==> src/rtl/psram_xfer_seq.sv <==
// PSRAM transaction sequencer: shifts one latched command/address/dummy/data
// transfer onto the pads in SPI or QPI mode, then holds CE# high before completing.
module psram_xfer_seq #(
    parameter int DATA_BYTES = 4
) (
    input  logic                    clk_i,
    input  logic                    rst_i,
    input  logic                    start_i,
    input  logic                    qpi_i,
    input  logic                    wr_i,
    input  logic [1:0]              div_i,
    input  logic [7:0]              cmd_i,
    input  logic [23:0]             addr_i,
    input  logic [7:0]              wait_i,
    input  logic [1:0]              len_i,
    input  logic [8*DATA_BYTES-1:0] wdata_i,
    input  logic [3:0]              io_in_i,
    output logic                    busy_o,
    output logic                    done_o,
    output logic [8*DATA_BYTES-1:0] rdata_o,
    output logic                    sck_o,
    output logic                    ce_n_o,
    output logic [3:0]              io_out_o,
    output logic [3:0]              io_oe_o
);

    localparam int DW  = 8 * DATA_BYTES;
    localparam int TXW = 32 + DW;

    typedef enum logic [2:0] {S_IDLE, S_CMD, S_ADDR, S_WAIT, S_DATA, S_CSH} state_t;

    state_t          state_q;
    logic            qpi_q, wr_q;
    logic [1:0]      div_q, len_q, hcnt_q;
    logic [7:0]      wait_q, pcnt_q;
    logic [TXW-1:0]  tx_q;
    logic [DW-1:0]   rx_q, rdata_q;
    logic            sck_q, ce_n_q, busy_q, done_q;
    logic [3:0]      io_out_q, io_oe_q;

    logic [TXW-1:0]  tx_load, tx_shift;
    logic [DW-1:0]   rx_shift, rdata_asm;
    logic [7:0]      data_cnt;

    function automatic logic [3:0] lead_bits(input logic [TXW-1:0] tx, input logic qpi);
        return qpi ? tx[TXW-1 -: 4] : {3'b000, tx[TXW-1]};
    endfunction

    // Outgoing stream: opcode, address, then data byte 0 first, each MSB first.
    always_comb begin
        tx_load = '0;
        tx_load[TXW-1 -: 32] = {cmd_i, addr_i};
        for (int k = 0; k < DATA_BYTES; k++) begin
            tx_load[DW-1-8*k -: 8] = wdata_i[8*k +: 8];
        end
        tx_shift = qpi_q ? (tx_q << 4) : (tx_q << 1);
        rx_shift = qpi_q ? {rx_q[DW-5:0], io_in_i} : {rx_q[DW-2:0], io_in_i[1]};
        data_cnt = qpi_q ? {5'b00000, len_q, 1'b1} : {3'b000, len_q, 3'b111};
    end

    // The first received byte sits highest in rx_q; map it back to lane 0.
    always_comb begin
        rdata_asm = '0;
        for (int k = 0; k < DATA_BYTES; k++) begin
            if (k <= int'(len_q)) begin
                rdata_asm[8*k +: 8] = rx_q[8*(int'(len_q) - k) +: 8];
            end
        end
    end

    always_ff @(posedge clk_i or posedge rst_i) begin
        if (rst_i) begin
            state_q  <= S_IDLE;
            qpi_q    <= 1'b0;
            wr_q     <= 1'b0;
            div_q    <= '0;
            len_q    <= '0;
            wait_q   <= '0;
            hcnt_q   <= '0;
            pcnt_q   <= '0;
            tx_q     <= '0;
            rx_q     <= '0;
            rdata_q  <= '0;
            sck_q    <= 1'b0;
            ce_n_q   <= 1'b1;
            busy_q   <= 1'b0;
            done_q   <= 1'b0;
            io_out_q <= '0;
            io_oe_q  <= '0;
        end else begin
            done_q <= 1'b0;
            case (state_q)
                S_IDLE: begin
                    if (start_i) begin
                        state_q  <= S_CMD;
                        qpi_q    <= qpi_i;
                        wr_q     <= wr_i;
                        div_q    <= div_i;
                        len_q    <= len_i;
                        wait_q   <= wait_i;
                        hcnt_q   <= div_i;
                        pcnt_q   <= qpi_i ? 8'd1 : 8'd7;
                        tx_q     <= tx_load;
                        rx_q     <= '0;
                        sck_q    <= 1'b0;
                        ce_n_q   <= 1'b0;
                        busy_q   <= 1'b1;
                        io_oe_q  <= qpi_i ? 4'hF : 4'h1;
                        io_out_q <= lead_bits(tx_load, qpi_i);
                    end
                end
                S_CMD, S_ADDR, S_WAIT, S_DATA: begin
                    if (hcnt_q != 2'd0) begin
                        hcnt_q <= hcnt_q - 2'd1;
                    end else begin
                        hcnt_q <= div_q;
                        if (!sck_q) begin
                            sck_q <= 1'b1;
                            if (state_q == S_DATA && !wr_q) begin
                                rx_q <= rx_shift;
                            end
                        end else begin
                            // Falling SCK: launch the next unit, possibly in the next phase.
                            sck_q <= 1'b0;
                            if (state_q != S_WAIT) begin
                                tx_q <= tx_shift;
                            end
                            if (pcnt_q != 8'd0) begin
                                pcnt_q <= pcnt_q - 8'd1;
                                if (io_oe_q != 4'h0) begin
                                    io_out_q <= lead_bits(tx_shift, qpi_q);
                                end
                            end else begin
                                case (state_q)
                                    S_CMD: begin
                                        state_q  <= S_ADDR;
                                        pcnt_q   <= qpi_q ? 8'd5 : 8'd23;
                                        io_out_q <= lead_bits(tx_shift, qpi_q);
                                    end
                                    S_ADDR: begin
                                        if (!wr_q && wait_q != 8'd0) begin
                                            state_q  <= S_WAIT;
                                            pcnt_q   <= wait_q - 8'd1;
                                            io_oe_q  <= '0;
                                            io_out_q <= '0;
                                        end else begin
                                            state_q <= S_DATA;
                                            pcnt_q  <= data_cnt;
                                            if (wr_q) begin
                                                io_out_q <= lead_bits(tx_shift, qpi_q);
                                            end else begin
                                                io_oe_q  <= '0;
                                                io_out_q <= '0;
                                            end
                                        end
                                    end
                                    S_WAIT: begin
                                        state_q <= S_DATA;
                                        pcnt_q  <= data_cnt;
                                    end
                                    default: begin
                                        state_q  <= S_CSH;
                                        hcnt_q   <= 2'd1;
                                        ce_n_q   <= 1'b1;
                                        io_oe_q  <= '0;
                                        io_out_q <= '0;
                                    end
                                endcase
                            end
                        end
                    end
                end
                S_CSH: begin
                    if (hcnt_q != 2'd0) begin
                        hcnt_q <= hcnt_q - 2'd1;
                    end else begin
                        state_q <= S_IDLE;
                        busy_q  <= 1'b0;
                        done_q  <= 1'b1;
                        if (!wr_q) begin
                            rdata_q <= rdata_asm;
                        end
                    end
                end
                default: state_q <= S_IDLE;
            endcase
        end
    end

    assign busy_o   = busy_q;
    assign done_o   = done_q;
    assign rdata_o  = rdata_q;
    assign sck_o    = sck_q;
    assign ce_n_o   = ce_n_q;
    assign io_out_o = io_out_q;
    assign io_oe_o  = io_oe_q;

endmodule

==> config.mk <==
export PLATFORM = sky130hd
export DESIGN_NAME = psram_xfer_seq
export DESIGN_NICKNAME = d
export VERILOG_FILES = /design/src/rtl/psram_xfer_seq.sv
export SDC_FILE = /design/constraint.sdc
export NUM_CORES = 1
export LEC_CHECK = 0
export ABC_AREA = 1
export CORE_MARGIN = 2
export CORE_UTILIZATION = 50
export CTS_CLUSTER_DIAMETER = 100
export CTS_CLUSTER_SIZE = 28
export DETAILED_ROUTE_END_ITERATION = 6
export GPL_TIMING_DRIVEN = 0
export PLACE_DENSITY = 0.77
export REMOVE_ABC_BUFFERS = 1
export SKIP_LAST_GASP = 1
export SYNTH_ARGS = -nofsm -noshare
export SYNTH_HDL_FRONTEND = slang
export SYNTH_SLANG_ARGS = --single-unit
==> constraint.sdc <==
create_clock -name clk_i -period 6.25 [get_ports clk_i]
set_input_delay 1.875 -clock clk_i [delete_from_list [all_inputs] [get_ports clk_i]]
set_output_delay 1.875 -clock clk_i [all_outputs]
set_load 0.02 [all_outputs]
* Word level (Yosys, flattened, before mapping)
Index checks and enable logic that the tools add are counted.
** Storage, ports and cells
- Bits in registers :: 166
- Bits of input ports :: 85
- Output and inout bits :: 44
- Word-level logic and storage cells :: 153
** Operators by class
- $add $sub $neg :: 6
- $lt $le $gt $ge :: 3
- Equality and inequality tests :: 21
- Shift operators :: 4
- Multiplexer cells :: 74
- Bitwise logic cells :: 2
- Reductions and logical operators :: 26
** Operators by type and width (count)
- 63-bit 2-to-1 mux :: 4
- 32-bit 2-to-1 mux :: 5
- 32-bit by 6-bit indexed part select with 8-bit output :: 4
- 63-bit case mux with 2 select lines :: 1
- 4-bit 2-to-1 mux :: 16
- 64-bit 2-to-1 mux :: 1
- 8-bit 2-to-1 mux :: 8
- 32-bit case mux with 2 select lines :: 1
- 4-bit case mux with 2 select lines :: 3
- 8-bit case mux with 3 select lines :: 1
- 2-bit inequality test, second input constant :: 11
- 3-bit 2-to-1 mux :: 7
- 5-bit AND reduction :: 4
- 3-bit case mux with 3 select lines :: 2
- 8-bit case mux with 2 select lines :: 1
- 8-bit nonzero test :: 2
- 8-bit by 1-bit subtractor with 8-bit output, second input constant :: 2
- 2-bit 2-to-1 mux :: 6
- 4-bit case mux with 3 select lines :: 1
- 3-bit AND reduction :: 4
- 6-bit AND reduction :: 2
- 1-bit 2-to-1 mux :: 11
- 5-bit 2-to-1 mux :: 2
- 7-bit AND reduction :: 1
- 25 further kinds :: 36

* Depth between registers and ports, before layout
Gate-level depths: netlist (run 1).
- Depth after elaboration :: 9
- Mapped depth :: 13
- Mapped depth without buffers :: 13

* Worst setup path after synthesis (run 1)
OpenSTA, ideal clock, no wires.
- Path type :: input -> register
- Start :: input start_i
- End :: register tx_q[10]
- Setup time :: 0.124 ns
- Data arrival time :: 2.773 ns
- Data required time :: 6.126 ns
- Path slack :: 3.353 ns
- Stages on the path :: 11
- Path buffers :: 2
- Cells stage by stage :: inv_1 nand3_1 nand2_1 inv_1 nand2_2 nor2_4 inv_2 buf_4 buf_4 nand2_1 nand2_1
** Between the ends
- Word-level cells in the longest chain between the ends :: 2
** RTL lines
- start: declaration :: RTL line 8 : input logic start_i,
- 2-bit inequality test (no source line)
- 5-bit AND reduction (no source line)
- end signal: assignment :: RTL line 103 : tx_q <= tx_load;
- end signal: assignment :: RTL line 126 : tx_q <= tx_shift;
- end: declaration :: RTL line 36 : logic [TXW-1:0] tx_q;
No other way between the ends.
A chain may end at the register's enable or synchronous reset.

* Worst setup path in the final report (run 1)
- Start :: input start_i
- End :: register tx_q[59]
The elaborated chain is that of the path after synthesis.

==> flow_summary.ini, run 1 <==
[clock_tree]
cts_inserted_buffers = 17
cts_hold_buf = 0
htree_levels = 4
cts_resized = 0
worstSkewPairLatency_ps = 430
cts_root_buf = clkbuf_16
postCtsSetupBuffers = 0
clock-sinks = 164
path_clk_slew_ps = 60
clock_path_buffers = 2
cts_tree = done

[layout]
area_growth_pct = 20.8
final_cells = 1568
mostFrequentLayoutCell = nand2_1
final_cell_mix = nand2_1 (481), dfrtp_1 (161), clkdlybuf4s50_1 (128)
antenna_cells = 0
final_layout_size_suffix_gt1_share_pct = 4.85
fin_area_um2 = 11100
final_core_util_pct = 61.7
nFillCells = 1669
layout.nets = 1419

[drt]
via_per_inst = 5.49
antenna_left = 0
wl_per_cell_um = 14.7
remaining_drc_errors = 0
vias = 8615
drt_wl_total_um = 23100
drt-pass1-iter-count = 6
drtIter0Drc = 738

[global_route]
grt_pass1_wl_um = 38500
grt_pass1_vias = 7902
grt_max_degree = 164
grt.overflow.total = 0
antenna_found_initial = 0
grtUsageTotal_pct = 23.8

[floorplan]
die-width_um = 140
core_um2 = 18000
row_count = 49
initial_utilization_pct = 51.1
die_y_um = 140
dieArea_um2 = 19500
io_pins = 129

[sta]
maxSlewViolCount = 0
layout_setup_ws_ps = 2150
finalCritPeriodShare_pct = 65.5
max_clock_freq_ghz = 0.244
relSlewSlack_pct = 32.1
final_hold_viol_count = 0
max_slew.worst_pin.slew_ps = 1020
setup_violations = 0
rsz0062_at_grt = no
fin_crit_ps = 4100
skew_ps = 8.52

[critical_path]
path_class = input pin to flop
rr_worst_depth = 10
r2r_setup_slack_ps = 2860
path_max_fanout = 59
timing.rr.end = tx_q[59]
crit_start = start_i
startpoint_type = input pin
endpoint = tx_q[59]
crit_path_end_kind = flop
r2r-start = state_q[0]
worst_ep_required_time_ps = 6580
arrival_ps = 4430

[pwr]
clkPwrFrac_pct = 17.0
irDropWorstVdd_mv = 0.457
p_sw_share_pct = 47.2
finalPower_mw = 6.59
p_leak_nw = 5.29
pwr-share-comb_pct = 53.3
power_density_nw_per_um2 = 592
switchingPower_mw = 3.11
p_seq_share_pct = 29.7
p_int_mw = 3.48

[placement]
gp_congestion = 0.870
dp.cells = 1538
dp_hpwl_um = 15000
pre_cts_ws_ps = 1700
dpl-instance-area_um2 = 10500
io_buffers = 128

[logic_synthesis]
netlist_area_um2 = 9210
syn_inst = 1258
synth_area_per_cell_um2 = 7.32
yosysSeqAreaShare_pct = 44.6
yosysWarnings = 0
ys_ff_latch = 164
ys_types = 38

[min_path]
min_path_type = flop to flop

[run]
cap_violations = 0

[status]
status = finished clean
power by group through the flow:
stage          clock network (mW)  logic (mW)  registers, mW
4_1_cts                      1.13        3.52           1.95
6_report                     1.12        3.51           1.96
2_1_floorplan                   0        2.32           2.03
5_1_grt                      1.17        3.98           2.02
3_3_place_gp                    0        3.35           2.00
3_5_place_dp                    0        3.50           1.96
cells in the mapped netlist (all sizes together):
cell	n	share of area (%)
nand3b	1	0.082
o21ai	103	5.6
a21oi	22	1.2
xor2	5	0.48
buf	44	2.9
o31ai	9	0.73
nand4	35	2.4
dfrtp	163	44
ha	6	0.82
a31oi	9	0.61
o22ai	1	0.068
xnor2	2	0.19
clkinv	1	0.041
dfstp	1	0.29
nand3	95	5.2
nand2	485	20
o21a	5	0.41
clkbuf	38	1.5
inv	96	3.9
or2	8	0.54
o21bai	1	0.082
nor3b	1	0.082
and2	1	0.068
nor2	49	2.4
a21boi	1	0.082
o211ai	71	5.8
nor3	5	0.33
state kept, by name, summed over array words and instances (netlist names):
name and count:
qpi_q 1, rx_q 32, sck_o 1, busy_o 1, len_q 2, ce_n_o 1
pcnt_q 8, io_oe_o 2, div_q 2, hcnt_q 2, wr_q 1, done_o 1
state_q 3, io_out_o 4, rdata_o 32, wait_q 8, tx_q 63
metal layers:
| metal | up-vias | GRT usage [%] | part of all wire [%] |
|---|---|---|---|
| met2 | 230 | 37.2 | 47 |
| met1 | 4088 | 33.3 | 46 |
| met4 | 0 | 5.37 | 1.2 |
| met5 | - | 0 | 0 |
| li1 | 4269 | - | - |
| met3 | 28 | 6.23 | 6.1 |
logic make-up after synthesis:
family | Yosys count | share of synthesized area, %
XOR/XNOR | 7 | 0.666
adder cells (fa/ha/maj) | 6 | 0.815
AO/OA/AOI/OAI | 222 | 14.6
buffers and inverters | 179 | 8.40
flip-flops | 164 | 44.6
AND/OR/NAND/NOR | 680 | 30.9
critical path, stage by stage:
cell	delay, ps
clkdlybuf4s50_1	450
inv_1	50
nand3_1	130
nand2_1	80
inv_1	70
nand2_2	90
nor2_4	600
buf_12	280
inv_2	410
o31ai_1	340
metrics by stage:
stage	TNS, ps	hold slack, ps
6_report	0	468
4_1_cts	0	469
3_3_place_gp	-406940	454
2_1_floorplan	-9240	443
3_5_place_dp	0	459
5_1_grt	0	486
how the worst min path moves through the flow:
stage | start | end | slack [ps] | depth (start not counted)
global route | ce_n_o | ce_n_o | 490 | 2
global placement | ce_n_o | ce_n_o | 450 | 2
finish | ce_n_o | ce_n_o | 470 | 2
floorplan | tx_q[60] | tx_q[60] | 440 | 2
CTS | ce_n_o | ce_n_o | 470 | 2
detailed placement | ce_n_o | ce_n_o | 460 | 2
area by class of cell:
| cell class | count | area (um2) | share of cell area [%] |
|---|---|---|---|
| multi-input combinational | 915 | 4340 | 39.0 |
| sequential | 164 | 4110 | 36.9 |
| timing repair buffer | 133 | 1390 | 12.5 |
| clock buffer | 21 | 470 | 4.23 |
| inverter | 97 | 374 | 3.36 |
| tap | 229 | 287 | 2.58 |
| clock inverter | 9 | 153 | 1.37 |
Power figures use the tool's default switching activity.
==> run 2, diff against run 1 <==
==> constraint.sdc (replaced) <==
create_clock -name clk_i -period 3.4 [get_ports clk_i]
set_input_delay 1.02 -clock clk_i [delete_from_list [all_inputs] [get_ports clk_i]]
set_output_delay 1.02 -clock clk_i [all_outputs]
set_load 0.02 [all_outputs]
==> run 2 against run 1 <==
Effect of this change:
- combinational power is 85% higher
- die area did not move
- non-clock buffer count stayed put
- critical path type is now flop to flop
- largest power group unchanged
==> flow_summary.ini, run 2 (same netlist as run 1, synthesis figures left out) <==
[min_path]
whs_path_depth = 2
min_path_type = flop to flop

[floorplan]
core_um2 = 18000
io_pins = 129
die-width_um = 140
die_y_um = 140
initial_utilization_pct = 51.1
dieArea_um2 = 19500
row_count = 49

[clock_tree]
htree_levels = 4
worstSkewPairLatency_ps = 430
postCtsSetupBuffers = 0
path_clk_slew_ps = 60
clock-sinks = 164
clock_path_buffers = 2
cts_hold_buf = 0
cts_root_buf = clkbuf_16
cts_inserted_buffers = 17
cts_tree = done

[pwr]
p_leak_nw = 5.30
irDropWorstVdd_mv = 0.837
finalPower_mw = 12.2
switchingPower_mw = 5.77
pwr-share-comb_pct = 53.5
p_sw_share_pct = 47.4
clkPwrFrac_pct = 16.9
p_seq_share_pct = 29.6
power_density_nw_per_um2 = 1090
p_int_mw = 6.39

[global_route]
grtUsageTotal_pct = 24.0
grt_pass1_wl_um = 38800
grt_max_degree = 164
grt.overflow.total = 0
antenna_found_initial = 0
grt_pass1_vias = 7935

[layout]
nFillCells = 1665
layout.nets = 1420
fin_area_um2 = 11100
mostFrequentLayoutCell = nand2_1
antenna_cells = 0
seqCellArea_um2 = 4110
multi_input_area_um2 = 4350
area_growth_pct = 20.9
final_cell_mix = nand2_1 (481), dfrtp_1 (161), clkdlybuf4s50_1 (128)
final_layout_size_suffix_gt1_share_pct = 4.93
top_register = tx_q
largest_reg_flops = 63

[critical_path]
path_class = flop to flop
worst_ep_required_time_ps = 3740
rr_worst_depth = 10
crit_path_end_kind = flop
startpoint_type = flop
path_max_fanout = 163
arrival_ps = 3350

[drt]
wl_per_cell_um = 14.9
vias = 8624
drtIter0Drc = 696
drt-pass1-iter-count = 5
remaining_drc_errors = 0
antenna_left = 0
via_per_inst = 5.50
drt_wl_total_um = 23400

[sta]
rsz0062_at_grt = no
relSlewSlack_pct = 33.8
fin_crit_ps = 3010
maxSlewViolCount = 0
final_hold_viol_count = 0
skew_ps = 8.92
max_slew.worst_pin.slew_ps = 993
tns_ps = 0
setup_violations = 0
max_clock_freq_ghz = 0.333
finalCritPeriodShare_pct = 88.4

[placement]
io_buffers = 128
dp_hpwl_um = 15000
dpl-instance-area_um2 = 10500
gp_congestion = 0.870

[run]
cap_violations = 0

[status]
status = finished clean
## run 2: timing repair
action                     CTS  global route
gates cloned                 1             0
resized for setup            0             2
setup endpoints to repair    1            58
pin swaps                    1             0
## run 2: worst paths after layout
kind	startpoint	to	slack, ps
hold / removal	ce_n_o	ce_n_o	470
min in group asynchronous	rst_i	io_out_o[0]	970
setup / recovery	state_q[0]	tx_q[59]	390
max in group asynchronous	rst_i	len_q[0]	1520
setup reg to reg	state_q[0]	tx_q[59]	390
hold reg to reg	ce_n_o	ce_n_o	470
## run 2: critical path, stage by stage (launching register included)
cell     delay (ps)
dfrtp_1         430
inv_2           130
nand2_1          90
nand2_2         140
nand2_8         440
o21ai_2         230
nand2_2         160
nor2_4          450
buf_12          270
inv_4           260
o31ai_1         260
## run 2: power groups by stage
stage,Sequential (mW),Clock (mW),Combinational (mW)
2_1_floorplan,3.73,0,4.26
3_3_place_gp,3.68,0,6.16
3_5_place_dp,3.61,0,6.43
4_1_cts,3.59,2.08,6.51
5_1_grt,3.72,2.16,7.36
6_report,3.60,2.06,6.50
## run 2: final cells by class
| type | count | share of cell area (%) |
|---|---|---|
| clock buffer | 21 | 4.22 |
| clock inverter | 9 | 1.37 |
| inverter | 97 | 3.38 |
| multi-input combinational | 916 | 39.0 |
| sequential | 164 | 36.9 |
| tap | 229 | 2.57 |
| timing repair buffer | 133 | 12.5 |
## run 2: stage by stage
stage | setup slack (ps) | hold slack, ps | utilization [%] | std cells
2_1_floorplan | -2050 | 443 | - | 1176
3_3_place_gp | -4390 | 454 | 57.5 | 1533
3_5_place_dp | -299 | 459 | 58.3 | 1538
4_1_cts | 67.6 | 469 | 61.8 | 1569
5_1_grt | 78.6 | 486 | 61.8 | 1569
6_report | 395 | 468 | 61.8 | 1569
## run 2: routing by layer
| layer | wire length, um | share of wire, % | GRT usage, % |
|---|---|---|---|
| met1 | 10700 | 46 | 33.7 |
| met2 | 11000 | 47 | 37.7 |
| met3 | 1410 | 6.0 | 6.23 |
| met4 | 278 | 1.2 | 5.42 |
| met5 | 0 | 0 | 0 |
==> run 3, diff against run 2 <==
--- a/config.mk
+++ b/config.mk
@@ -6,7 +6,7 @@
 export NUM_CORES = 1
 export LEC_CHECK = 0
 export ABC_AREA = 1
-export CORE_MARGIN = 2
+export CORE_MARGIN = 1
 export CORE_UTILIZATION = 50
 export CTS_CLUSTER_DIAMETER = 100
 export CTS_CLUSTER_SIZE = 28
==> run 3 against run 2 <==
Effect of this change:
- sequential power about the same
- clock skew about the same
- clock-buffer cell count down 4
- register-to-register slack about the same
- combinational power up 0.9%
- wire length up 0.71%
- largest power group unchanged
- power down 0.59%
- die area down 2.8%
- critical endpoint unchanged
- final area down 0.26%
- non-clock buffer count unchanged
- maximum frequency about the same
==> flow_summary.ini, run 3 (same netlist as run 1, synthesis figures left out) <==
[status]
status = finished clean

[global_route]
grt_pass1_vias = 7845
grtUsageTotal_pct = 25.4
antenna_found_initial = 0
grt.overflow.total = 0
grt_max_degree = 164
grt_pass1_wl_um = 37900

[critical_path]
r2r-start = state_q[1]
path_buf_inv = 2
worst_ep_required_time_ps = 3730
path_delay_family = simple AND/OR/NAND/NOR gates
cp_slowest_cell = nor2_4
startpoint_type = flop
r2r_setup_slack_ps = 400
path_class = flop to flop
rr_worst_depth = 9
arrival_ps = 3340
timing.rr.end = tx_q[59]
cp_cell_sequence = nor2_2 > nand2_1 > nand2_8 > o21ai_2 > nand2_2 > nor2_4 > buf_12 > inv_4 > o31ai_1
crit_path_end_kind = flop
max_stage_delay_ps = 500
path_max_fanout = 82

[sta]
setup_violations = 0
fin_crit_ps = 3000
maxSlewViolCount = 0
rsz0062_at_grt = no
layout_setup_ws_ps = 397
skew_ps = 9.38
max_clock_freq_ghz = 0.333
finalCritPeriodShare_pct = 88.3
final_hold_viol_count = 0
max_slew.worst_pin.slew_ps = 1010
relSlewSlack_pct = 32.4

[min_path]
hold_start = ce_n_o
whs_path_depth = 2
hold-path-endpoint = ce_n_o
min_path_type = flop to flop

[layout]
final_cells = 1572
top_register = tx_q
area_growth_pct = 20.6
final_layout_size_suffix_gt1_share_pct = 5.21
largest_reg_flops = 63
mostFrequentLayoutCell = nand2_1
antenna_cells = 0
final_cell_mix = nand2_1 (481), dfrtp_1 (161), clkdlybuf4s50_1 (128)
layout.nets = 1421
nFillCells = 1678

[placement]
dp_hpwl_um = 14600
io_buffers = 128
gp_congestion = 0.856
dp.cells = 1538
pre_cts_ws_ps = -413

[clock_tree]
cts_inserted_buffers = 17
clock_path_buffers = 2
clock-sinks = 164
cts_hold_buf = 0
path_clk_slew_ps = 70
worstSkewPairLatency_ps = 430
cts_tree = done
cts_root_buf = clkbuf_16
postCtsSetupBuffers = 0
htree_levels = 4

[floorplan]
row_count = 49
io_pins = 129
core_um2 = 18000
die_y_um = 138
die-width_um = 138
dieArea_um2 = 19000
initial_utilization_pct = 51.1

[run]
cap_violations = 0

[drt]
wl_per_cell_um = 15.0
remaining_drc_errors = 0
drt_wl_total_um = 23500
antenna_left = 0
drtIter0Drc = 697
via_per_inst = 5.47
vias = 8594
drt-pass1-iter-count = 7

[pwr]
irDropWorstVdd_mv = 0.723
p_leak_nw = 5.28
power_density_nw_per_um2 = 1090
[run 3: worst max path at each step]
stage	from	to	slack, ps	cells past startpoint
after floorplan	rst_i	busy_o	-2050	1
after global placement	rst_i	rdata_o[20]	-4390	2
after detailed placement	start_i	tx_q[59]	-410	10
after CTS	state_q[1]	tx_q[11]	1	10
after global routing	state_q[1]	tx_q[59]	150	9
final	state_q[1]	tx_q[59]	400	9
[run 3: tightest hold or removal path, delay by kind of cell (launching register included)]
kind	cells	cell delay [ps]
AO/OA/AOI/OAI	1	50
buffers and inverters	1	40
flip-flops	1	370
[run 3: through the flow]
stage / util [%] / TNS (ps) / instance area (um2) / hold slack (ps) / power, mW
4_1_cts: 61.5 / 0 / 11100 / 464 / 12.0
6_report: 61.6 / 0 / 11100 / 461 / 12.1
2_1_floorplan: - / -385140 / 8800 / 443 / 7.99
3_5_place_dp: 58.3 / -17240 / 10500 / 454 / 10.0
3_3_place_gp: 57.5 / -1001890 / 10400 / 454 / 9.84
5_1_grt: 61.6 / 0 / 11100 / 499 / 13.2
[run 3: layer usage]
layer	routed length (um)	GRT usage [%]	share of wire, %	vias to the layer above
met5	0	0	0	-
met4	332	5.86	1.4	0
met3	1610	6.92	6.8	35
met2	11000	40.6	47	258
met1	10600	34.3	45	4019
li1	-	-	-	4282
[run 3: layout make-up]
class / count / area, um2 / area share (%)
flip-flops and latches: 164 / 4110 / 37.0
repair buffers: 133 / 1390 / 12.5
clock inverters: 15 / 158 / 1.42
well taps: 229 / 287 / 2.58
clock buffers: 17 / 425 / 3.83
inverters: 97 / 377 / 3.39
multi-input cells: 917 / 4360 / 39.2
[run 3: report_power, final]
part,total (mW),internal [mW],switching [mW]
Combinational,6.56,2.28,4.29
Sequential,3.60,2.84,0.762
Clock,1.92,1.09,0.837
[run 3: timing repair]
| item | in CTS | in global routing |
|---|---|---|
| pin swaps | 1 | 2 |
| cloned | 1 | 1 |
| resized for setup | 0 | 2 |
| endpoints found under the setup margin | 58 | 58 |
